--- src/rtl/frame_capture_writer.sv ---
// Camera-side write front end: counts pixels into a ring of frame slots and queues {addr,data} for the SDRAM arbiter.
// Build macro TEST_PATTERN_EN replaces pixel data with an index/slot pattern; the default build passes pix_data through.
module frame_capture_writer #(
    parameter int PIX_W      = 10,
    parameter int H_RES      = 640,
    parameter int V_RES      = 480,
    parameter int NUM_FRAMES = 4,
    parameter int ADDR_W     = 25,
    parameter int FIFO_DEPTH = 16
) (
    input  logic                          cam_clk,
    input  logic                          reset,
    input  logic                          pix_valid,
    input  logic [PIX_W-1:0]              pix_data,
    input  logic                          frame_start,
    input  logic                          freeze,
    output logic                          wr_valid,
    input  logic                          wr_ready,
    output logic [ADDR_W-1:0]             wr_addr,
    output logic [PIX_W-1:0]              wr_data,
    output logic [$clog2(NUM_FRAMES)-1:0] last_frame,
    output logic [15:0]                   frames_done,
    output logic [7:0]                    resync_cnt,
    output logic                          overflow,
    output logic                          frozen
);

    localparam int FRAME_PIX = H_RES * V_RES;
    localparam int IDX_W     = $clog2(FRAME_PIX);
    localparam int SLOT_W    = $clog2(NUM_FRAMES);
    localparam int FIFO_AW   = $clog2(FIFO_DEPTH);
    localparam int ENTRY_W   = ADDR_W + PIX_W;
    localparam logic [IDX_W-1:0]   LAST_IDX  = IDX_W'(FRAME_PIX - 1);
    localparam logic [FIFO_AW:0]   FIFO_FULL = (FIFO_AW + 1)'(FIFO_DEPTH);

    if (longint'(NUM_FRAMES) * longint'(FRAME_PIX) > (longint'(1) << ADDR_W)) begin : g_ring_too_big
        $error("frame ring does not fit in ADDR_W address bits");
    end
    if (NUM_FRAMES < 2 || (NUM_FRAMES & (NUM_FRAMES - 1)) != 0) begin : g_bad_num_frames
        $error("NUM_FRAMES must be a power of 2 and at least 2");
    end
    if (FIFO_DEPTH < 2 || (FIFO_DEPTH & (FIFO_DEPTH - 1)) != 0) begin : g_bad_fifo_depth
        $error("FIFO_DEPTH must be a power of 2");
    end

    typedef enum logic [1:0] {
        S_WAIT_SYNC,
        S_CAPTURE,
        S_FROZEN
    } state_t;

    state_t              r_state;
    logic [SLOT_W-1:0]   r_slot;
    logic [IDX_W-1:0]    r_pix_idx;
    logic [SLOT_W-1:0]   r_last_frame;
    logic [15:0]         r_frames_done;
    logic [7:0]          r_resync_cnt;
    logic                r_overflow;

    logic [ENTRY_W-1:0]  r_mem [FIFO_DEPTH];
    logic [FIFO_AW-1:0]  r_wr_ptr;
    logic [FIFO_AW-1:0]  r_rd_ptr;
    logic [FIFO_AW:0]    r_count;

    logic                w_push_req;
    logic                w_push;
    logic                w_pop;
    logic                w_full;
    logic                w_early;
    logic [IDX_W-1:0]    w_push_idx;
    logic [ADDR_W-1:0]   w_base;
    logic [ADDR_W-1:0]   w_push_addr;
    logic [PIX_W-1:0]    w_push_data;

    // A frame_start pixel always lands on index 0, whether it opens a frame or resynchronises one.
    assign w_push_req  = pix_valid && ((r_state == S_WAIT_SYNC && frame_start) || r_state == S_CAPTURE);
    assign w_push_idx  = frame_start ? '0 : r_pix_idx;
    assign w_early     = frame_start && (r_pix_idx != '0);
    assign w_base      = ADDR_W'(r_slot) * ADDR_W'(FRAME_PIX);
    assign w_push_addr = w_base + ADDR_W'(w_push_idx);

`ifdef TEST_PATTERN_EN
    logic [ADDR_W-1:0] w_idx_wide;
    assign w_idx_wide  = ADDR_W'(w_push_idx);
    assign w_push_data = w_idx_wide[PIX_W-1:0] ^ {r_slot, {(PIX_W - SLOT_W){1'b0}}};
`else
    assign w_push_data = pix_data;
`endif

    assign w_full   = (r_count == FIFO_FULL);
    assign wr_valid = (r_count != '0);
    assign w_pop    = wr_valid && wr_ready;
    // On a full FIFO a simultaneous pop frees the slot this push needs.
    assign w_push   = w_push_req && (!w_full || w_pop);

    assign {wr_addr, wr_data} = r_mem[r_rd_ptr];

    // NOTE: storage has no reset; pointers and count alone decide which entries are valid.
    always_ff @(posedge cam_clk) begin
        if (w_push) begin
            r_mem[r_wr_ptr] <= {w_push_addr, w_push_data};
        end
    end

    always_ff @(posedge cam_clk) begin
        if (reset) begin
            r_wr_ptr <= '0;
            r_rd_ptr <= '0;
            r_count  <= '0;
        end else begin
            if (w_push) r_wr_ptr <= r_wr_ptr + FIFO_AW'(1);
            if (w_pop)  r_rd_ptr <= r_rd_ptr + FIFO_AW'(1);
            case ({w_push, w_pop})
                2'b10:   r_count <= r_count + (FIFO_AW + 1)'(1);
                2'b01:   r_count <= r_count - (FIFO_AW + 1)'(1);
                default: r_count <= r_count;
            endcase
        end
    end

    // NOTE: every state register uses <= so all of them see pre-edge values of each other.
    always_ff @(posedge cam_clk) begin
        if (reset) begin
            r_state       <= S_WAIT_SYNC;
            r_slot        <= '0;
            r_pix_idx     <= '0;
            r_last_frame  <= '0;
            r_frames_done <= '0;
            r_resync_cnt  <= '0;
            r_overflow    <= 1'b0;
        end else begin
            if (w_push_req && !w_push) r_overflow <= 1'b1;

            case (r_state)
                S_WAIT_SYNC: begin
                    if (pix_valid && frame_start) begin
                        r_pix_idx <= IDX_W'(1);
                        r_state   <= S_CAPTURE;
                    end
                end
                S_CAPTURE: begin
                    if (pix_valid) begin
                        if (w_early) begin
                            r_pix_idx <= IDX_W'(1);
                            if (r_resync_cnt != '1) r_resync_cnt <= r_resync_cnt + 8'd1;
                        end else if (w_push_idx == LAST_IDX) begin
                            r_last_frame <= r_slot;
                            r_slot       <= r_slot + SLOT_W'(1);
                            r_pix_idx    <= '0;
                            if (r_frames_done != '1) r_frames_done <= r_frames_done + 16'd1;
                            if (freeze) r_state <= S_FROZEN;
                        end else begin
                            r_pix_idx <= w_push_idx + IDX_W'(1);
                        end
                    end
                end
                S_FROZEN: begin
                    if (!freeze) r_state <= S_WAIT_SYNC;
                end
                default: r_state <= S_WAIT_SYNC;
            endcase
        end
    end

    assign last_frame  = r_last_frame;
    assign frames_done = r_frames_done;
    assign resync_cnt  = r_resync_cnt;
    assign overflow    = r_overflow;
    assign frozen      = (r_state == S_FROZEN);

endmodule

--- config.mk ---
export PLATFORM = sky130hd
export DESIGN_NAME = frame_capture_writer
export DESIGN_NICKNAME = d
export VERILOG_FILES = /design/src/rtl/frame_capture_writer.sv
export SDC_FILE = /design/constraint.sdc
export NUM_CORES = 1
export LEC_CHECK = 0
export BUFFER_PORTS_ARGS = -buffer_cell sky130_fd_sc_hd__buf_2
export CAP_MARGIN = 30
export CORE_ASPECT_RATIO = 1.5
export CORE_UTILIZATION = 25
export DETAILED_ROUTE_END_ITERATION = 8
export SETUP_SLACK_MARGIN = 0.3
export SYNTH_ARGS = -nofsm -noshare
export SYNTH_HDL_FRONTEND = slang
export SYNTH_SLANG_ARGS = --single-unit
export TNS_END_PERCENT = 100
--- constraint.sdc ---
create_clock -name cam_clk -period 7.3 [get_ports cam_clk]
set_input_delay 1.46 -clock cam_clk [delete_from_list [all_inputs] [get_ports cam_clk]]
set_output_delay 1.46 -clock cam_clk [all_outputs]
set_load 0.01 [all_outputs]
### Word-level counts from Yosys, hierarchy flattened

Memory sizes are Yosys's and may differ from the RTL's. A register that Yosys moved wholly into a read port is not among the register bits.
Cells that the tools add are included.

| operators by class | value |
|---|---|
| equal/unequal tests | 14 |
| bitwise logic cells | 1 |
| multiply operators | 1 |
| reduce and logical (&&, ||, !) cells | 21 |
| add/subtract/negate cells | 9 |
| mux-type cells | 18 |

Operators by type and width:

| kind | count |
|---|---|
| 2-to-1 mux 19 bit | 5 |
| one-hot mux 19 bit (2 select lines) | 1 |
| adder 21 x 19 -> 22 bit | 1 |
| adder 19 x 1 -> 19 bit, second input constant | 1 |
| == test 19 bit, second input constant | 1 |
| nonzero test 19 bit | 1 |
| adder 16 x 1 -> 16 bit, second input constant | 1 |
| != test 16 bit, second input constant | 1 |
| 2-to-1 mux 2 bit | 6 |
| one-hot mux 5 bit (2 select lines) | 1 |
| multiplier 2 x 7 -> 9 bit, second input constant | 1 |
| adder 4 x 1 -> 4 bit, second input constant | 2 |
| adder 8 x 1 -> 8 bit, second input constant | 1 |
| 2-to-1 mux 4 bit | 2 |
| != test 2 bit, second input constant | 4 |
| != test 8 bit, second input constant | 1 |
| AND reduction 4 bit | 2 |
| logical AND 1 bit | 7 |
| one-hot mux 2 bit (3 select lines) | 1 |
| AND reduction 6 bit | 1 |
| adder 5 x 1 -> 5 bit, second input constant | 1 |
| == test 5 bit, second input constant | 1 |
| AND reduction 5 bit | 1 |
| nonzero test 5 bit | 1 |
| other kinds (12) | 19 |

| word-level totals | value |
|---|---|
| bits in registers | 63 |
| bits in writable memories | 512 |
| memories kept | 1 |

Memories:

| memory | words | width | rd ports | clocked after memory_dff | wr ports | RTL line | source |
|---|---|---|---|---|---|---|---|
| r_mem | 16 | 32 | 1 | 1 | 1 | 60 | `logic [ENTRY_W-1:0] r_mem [FIFO_DEPTH];` |

### Logic depth before layout (Yosys ltp)

Gate-level depths: netlist (run 1).

| depth | value |
|---|---|
| word-level depth | 7 |
| mapped depth | 12 |

### Worst setup path after synthesis (run 1)

No wires, ideal clock.

| path | value |
|---|---|
| kind | input to register |
| start | input port frame_start |
| end | memory r_mem[3][0] (netlist name), enable pin |
| library setup time | 0.458 ns |
| buffers on the path | 1 |
| data required time | 6.842 ns |
| cell stages on the path | 5 |
| arrival | 4.641 ns |
| slack | 2.201 ns |
| cell sequence | clkbuf_1 nor2_1 a211oi_2 nand2_1 nor3_1 |

| on the way | value |
|---|---|
| cells in the longest elaborated chain, start to end | 6 |

RTL lines:

| what | RTL line | source |
|---|---|---|
| start: declaration | 15 | `input logic frame_start,` |
| logical AND 1 bit | 76 | `assign w_push_req = pix_valid && ((r_state == S_WAIT_SYNC && frame_start) \|\| r_state == S_CAPTURE);` |
| logical OR 1 bit | 76 |  |
| logical AND 1 bit | 76 |  |
| logical AND 1 bit | 94 | `assign w_push = w_push_req && (!w_full \|\| w_pop);` |
| 2-to-1 mux 1 bit | 100 | `if (w_push) begin` |
| 2-to-1 mux 1 bit (not written as such) | 101 | `r_mem[r_wr_ptr] <= {w_push_addr, w_push_data};` |
| end: declaration | 60 |  |

No other way between the ends.

==> results of run 1 <==
## placed cells by master, fill, tap and decap left out, drive strengths merged, types with 15 or more instances in the layout
master / count
ha: 18
mux4: 155
o21ai: 20
nor3: 15
nand2: 38
clkinv: 22
inv: 21
nor2b: 23
dfxtp: 67
buf: 113
nor2: 53
clkbuf: 60
edfxtp: 496
nand3: 22
a21oi: 28
## state kept, by name (all words and copies together), names as in the netlist, named ones only
signal	cells
r_slot	2
r_rd_ptr	4
r_count	5
r_wr_ptr	4
last_frame	2
resync_cnt	8
r_state	2
overflow	1
frames_done	16
r_mem	496
r_pix_idx	19
## power by group through the flow
stage	logic, mW	registers, mW	clock network (mW)
floorplan	0.921	3.62	0
global placement	1.22	3.70	0
detailed placement	1.29	3.66	0
CTS	1.29	3.59	3.00
global route	1.35	3.59	3.11
finish	1.24	3.59	2.94
## critical path: stages (launching register included)
cell and delay, ps:
dfxtp_4 520, buf_16 310, buf_4 480, mux4_2 600, mux4_2 520, buf_2 170
## area by class of cell
type	count	area (µm²)
Fill cell	8736	62700
Sequential cell	563	16200
Multi-Input combinational cell	552	6150
Tap cell	1156	1450
Clock buffer	59	1360
Timing Repair Buffer	114	723
Clock inverter	38	512
Inverter	20	75.1
Antenna cell	2	5.00
## routing by layer
metal / vias to the layer above / global-route usage (%) / routed length, µm
met5: - / 0 / 0
met4: 0 / 3.27 / 1120
met3: 68 / 1.96 / 1980
met2: 237 / 20.1 / 27200
met1: 6079 / 13.6 / 21200
li1: 5105 / - / -
## stage by stage
stage | hold slack (ps) | instances | setup WS (ps) | util [%]
floorplan | 450 | 1194 | 2200 | -
global placement | 467 | 2394 | 2500 | 27.5
detailed placement | 475 | 2401 | 2330 | 27.6
CTS | 488 | 2498 | 2460 | 29.7
global route | 513 | 2502 | 2380 | 29.7
finish | 478 | 2504 | 2580 | 29.7
## worst max-delay path by stage
stage                           start                      endpoint  depth (start not counted)
final                            flop                    wr_data[1]                          5
after global routing             flop                    wr_data[1]                          5
after CTS                        flop                   wr_addr[15]                          5
after detailed placement  frame_start  frames_done[11]$_SDFFE_PP0P_                          8
after global placement    frame_start   frames_done[7]$_SDFFE_PP0P_                          8
after floorplan           frame_start         r_mem[3][0]$_DFFE_PP_                          5
## cells by family after synthesis
group | Yosys count | share of synthesized area, %
DFF | 563 | 71.9
adders and majority gates | 21 | 1.22
other | 1 | 0.0166
xor gates and xnor gates | 19 | 0.737
AOI/OAI and AO/OA | 107 | 3.15
and+or+nand+nor | 235 | 5.59
buffers and inverters | 79 | 1.45
muxes | 166 | 16.0
==> flow_summary.ini, run 1 <==
[run_status]
outcome = complete, but fails checks
violations = DRC

[min_path]
hold-path-endpoint = last_frame[0]$_SDFFE_PP0P_
whs_path_depth = 2
worst_hold_startpoint = last_frame[0]$_SDFFE_PP0P_
min_path_type = flop to flop

[cts]
cts_resized = 0
cts_tree = yes
ctsHoldBuffers = 0
clkSlewWorstSetupHoldPaths_ps = 60
cts-root-buf = clkbuf_16
clock_latency_ps = 620
clock_sinks = 563
cts_buffer_depth = 3
cts_setup_buffers = 0
cts-buffers-inserted = 53
htree_levels = 2

[placement]
postPlaceCellArea_um2 = 24600
hpwl_um = 30500
place.gp.congestion = 0.773
portBuffers = 75

[drt]
vias = 11500
drtIter0Drc = 818
remaining_drc_errors = 4
viasPerCell = 4.59
postRouteWirelength_um = 51500
wl_per_cell_um = 20.6
postRouteAntennaNets = 0
drt_first_pass_iters = 9

[floorplanning]
die_x_um = 247
fp.coreArea_um2 = 89200
rows = 134
die_y_um = 370
start_util_pct = 25.3
io_pins = 80
dieArea_um2 = 91600

[power]
power.clock.fraction_pct = 37.8
combPwrFrac_pct = 16.0
p_switching_mw = 1.89
power_mw = 7.77
pwr-share-seq_pct = 46.2
cell_internal_pwr_mw = 5.88
swShare_pct = 24.3
ir_worst_vdd_mv = 0.182
power.density_nw_per_um2 = 293
leakage_nw = 8.13

[synthesis]
seq_area_frac_synth_pct = 71.9
async_flop_share_pct = 0
synth.top_cells.by_area = edfxtp_1 66%, mux4_2 15%, dfxtp_1 5.9%, ha_1 1.0%, nor2_1 0.88%
synthCells = 1191
synth-edff-count = 496
synth.most_common_cell = edfxtp_1
synth_top_area_cell = edfxtp_1
ys_warn_count = 0
synth_cell_types = 68
ys.flop_type = edfxtp_1
netlist_top_cells_count = 496 x edfxtp_1, 155 x mux4_2, 67 x dfxtp_1, 53 x nor2_1
ys_seq_elements = 563
synth_top_area_share_pct = 65.9
syn_area_um2 = 22600
syn_area_per_cell_um2 = 19.0

[timing]
tns_ps = 0
min_period_ps = 4720
skew_ps = 19.0
slew_headroom_pct = 29.8
finalSetupViolCount = 0
clock.fmax_mhz = 212
hold_viol = 0
tightest_slew_ps = 1050
drv_slew = 0
fin_crit_sh_pct = 64.6
rsz0062_at_grt = no

[critical_path]
r2r_cells = 7
cp.required_ps = 5840
reg2reg_slack_ps = 3730
r2r_start = r_pix_idx[1]$_SDFFE_PP0P_
path_max_fanout = 35
path_class = flop to output pin
regToRegEndpoint = frames_done[11]$_SDFFE_PP0P_
crit_arrival_ps = 3260
worst_setup_path_end_kind = output pin
startpoint_type = flop

[run]
drv_cap = 0

[global_route]
grt_pass1_wl_um = 76700
grt_overflow = 0
grt_pass1_vias = 12000
grt_antenna_before_repair = 0
grtUsageTotal_pct = 11.2
grt_max_degree = 111

[layout]
nNetsFinal = 1340
areaGrowthSynthToFinish_pct = 17.4
finalInstanceArea_um2 = 26500
drive_above_1_share_pct = 28.8
Power figures use the tool's default switching activity.
==> run 2: changes to the inputs <==
clock period = 4.9 ns   (was 7.3 ns; I/O delays follow)
==> run 2 against run 1 <==
Against the previous run: utilization hardly changed; routed wire length is 1.4% higher; the flow still finishes with violations (DRC); critical endpoint is now wr_addr[14]; cell count is 0.16% higher; critical path type unchanged; global-route usage is 0.30 points higher; design area hardly changed; worst hold slack worse by 19 ps.
==> flow_summary.ini, run 2 (same netlist as run 1, synthesis figures left out) <==
[timing]
slew_headroom_pct = 31.8
drv_slew = 0
setup_ws_ps = 791
hold_viol = 0
clock.fmax_mhz = 243
skew_ps = 37.6
min_period_ps = 4110
hold_ws_ps = 459
finalSetupViolCount = 0
fin_crit_sh_pct = 83.9
tns_ps = 0
tightest_slew_ps = 1020
rsz0062_at_grt = no

[floorplanning]
rows = 134
start_util_pct = 25.3
io_pins = 80
die_x_um = 247
die_y_um = 370
dieArea_um2 = 91600
fp.coreArea_um2 = 89200

[run_status]
outcome = complete, but fails checks
violations = DRC

[power]
combPwrFrac_pct = 15.8
power.density_nw_per_um2 = 433
cell_internal_pwr_mw = 8.68
pwr-share-seq_pct = 47.0
ir_worst_vdd_mv = 0.238
p_switching_mw = 2.79
power_mw = 11.5
leakage_nw = 8.12
swShare_pct = 24.3
power.clock.fraction_pct = 37.1

[cts]
cts_resized = 0
ctsHoldBuffers = 0
clock_sinks = 563
cts_setup_buffers = 0
cts_tree = yes
cts-buffers-inserted = 53
htree_levels = 2
clkSlewWorstSetupHoldPaths_ps = 60
clock_latency_ps = 620
cts_buffer_depth = 3
cts-root-buf = clkbuf_16

[drt]
drtIter0Drc = 868
wl_per_cell_um = 20.8
vias = 11600
remaining_drc_errors = 8
postRouteAntennaNets = 0
drt_first_pass_iters = 9
postRouteWirelength_um = 52200
viasPerCell = 4.64

[placement]
place.gp.congestion = 0.787
portBuffers = 75
dp_slack_ps = 999
hpwl_um = 31600
dp_cells = 2406

[layout]
areaGrowthSynthToFinish_pct = 17.3
drive_above_1_share_pct = 28.3
multi_input_area_um2 = 6160
mostFrequentLayoutCell = edfxtp_1
most-common-layout-cells = 496 x edfxtp_1, 155 x mux4_2, 75 x buf_2
largest_register = r_mem
nFillCells = 8681
fin_cells = 2508
seq_area_um2 = 16200
largest_reg_flops = 496
nNetsFinal = 1346

[run]
drv_cap = 0

[global_route]
grt_overflow = 0
grtUsageTotal_pct = 11.5
grt_pass1_vias = 12100
grt_max_degree = 63
grt_pass1_wl_um = 78300
grt_antenna_before_repair = 1

[min_path]
min_path_type = flop to flop
worst_hold_startpoint = last_frame[1]$_SDFFE_PP0P_

[critical_path]
crit_arrival_ps = 3130
worst_setup_path_end_kind = output pin
cp.required_ps = 3920
path_max_fanout = 23
startpoint_type = flop
r2r_start = r_slot[0]$_SDFFE_PP0P_
path_class = flop to output pin
run 2: cell count changes in the layout (fill, tap and decap cells not counted), moves of 2 or more:
cell | previous run | this run
clkinv_2 | 8 | 4
clkinv_4 | 3 | 1
clkbuf_1 | 5 | 10
clkinv_1 | 9 | 13
clkinv_16 | 2 | 0
clkbuf_8 | 2 | 0
clkinvlp_4 | 5 | 2
buf_4 | 34 | 39
buf_12 | 2 | 5
run 2: final timing paths:
check	slack, ps	to	depth (start not counted)
setup / recovery	790	wr_addr[14]	4
hold reg to reg	460	last_frame[1]$_SDFFE_PP0P_	2
hold / removal	460	last_frame[1]$_SDFFE_PP0P_	2
setup reg to reg	1770	r_mem[7][28]$_DFFE_PP_	9
run 2: stage by stage:
step                utilization (%)  cell area [µm²]
finish                         29.7            26500
global route                   29.7            26500
CTS                            29.7            26500
detailed placement             27.7            24700
global placement               27.6            24600
floorplan                         -            22600
run 2: cell type report:
class,count,area share [%]
inverter,20,0.283
tap,1156,5.46
antenna,2,0.0189
multi-input combinational,552,23.2
sequential,563,61.3
timing repair buffer,120,3.00
clock buffer,63,5.15
clock inverter,32,1.57
run 2: layer usage:
| metal | track usage [%] | routed length, µm |
|---|---|---|
| met1 | 14.1 | 21200 |
| met2 | 20.3 | 27200 |
| met4 | 3.57 | 1320 |
| met5 | 0 | 0 |
| met3 | 2.05 | 2470 |
run 2: power by group through the flow:
stage	clock network [mW]	logic (mW)	registers (mW)
after CTS	4.37	1.89	5.40
after detailed placement	0	1.88	5.50
final	4.26	1.82	5.39
after global placement	0	1.86	5.49
after floorplan	0	1.37	5.39
after global routing	4.53	1.97	5.41
run 2: worst max-delay path: stages (launching register included):
cell and delay [ps]:
dfxtp_4 660, buf_4 500, mux4_2 620, mux4_2 520, buf_2 160
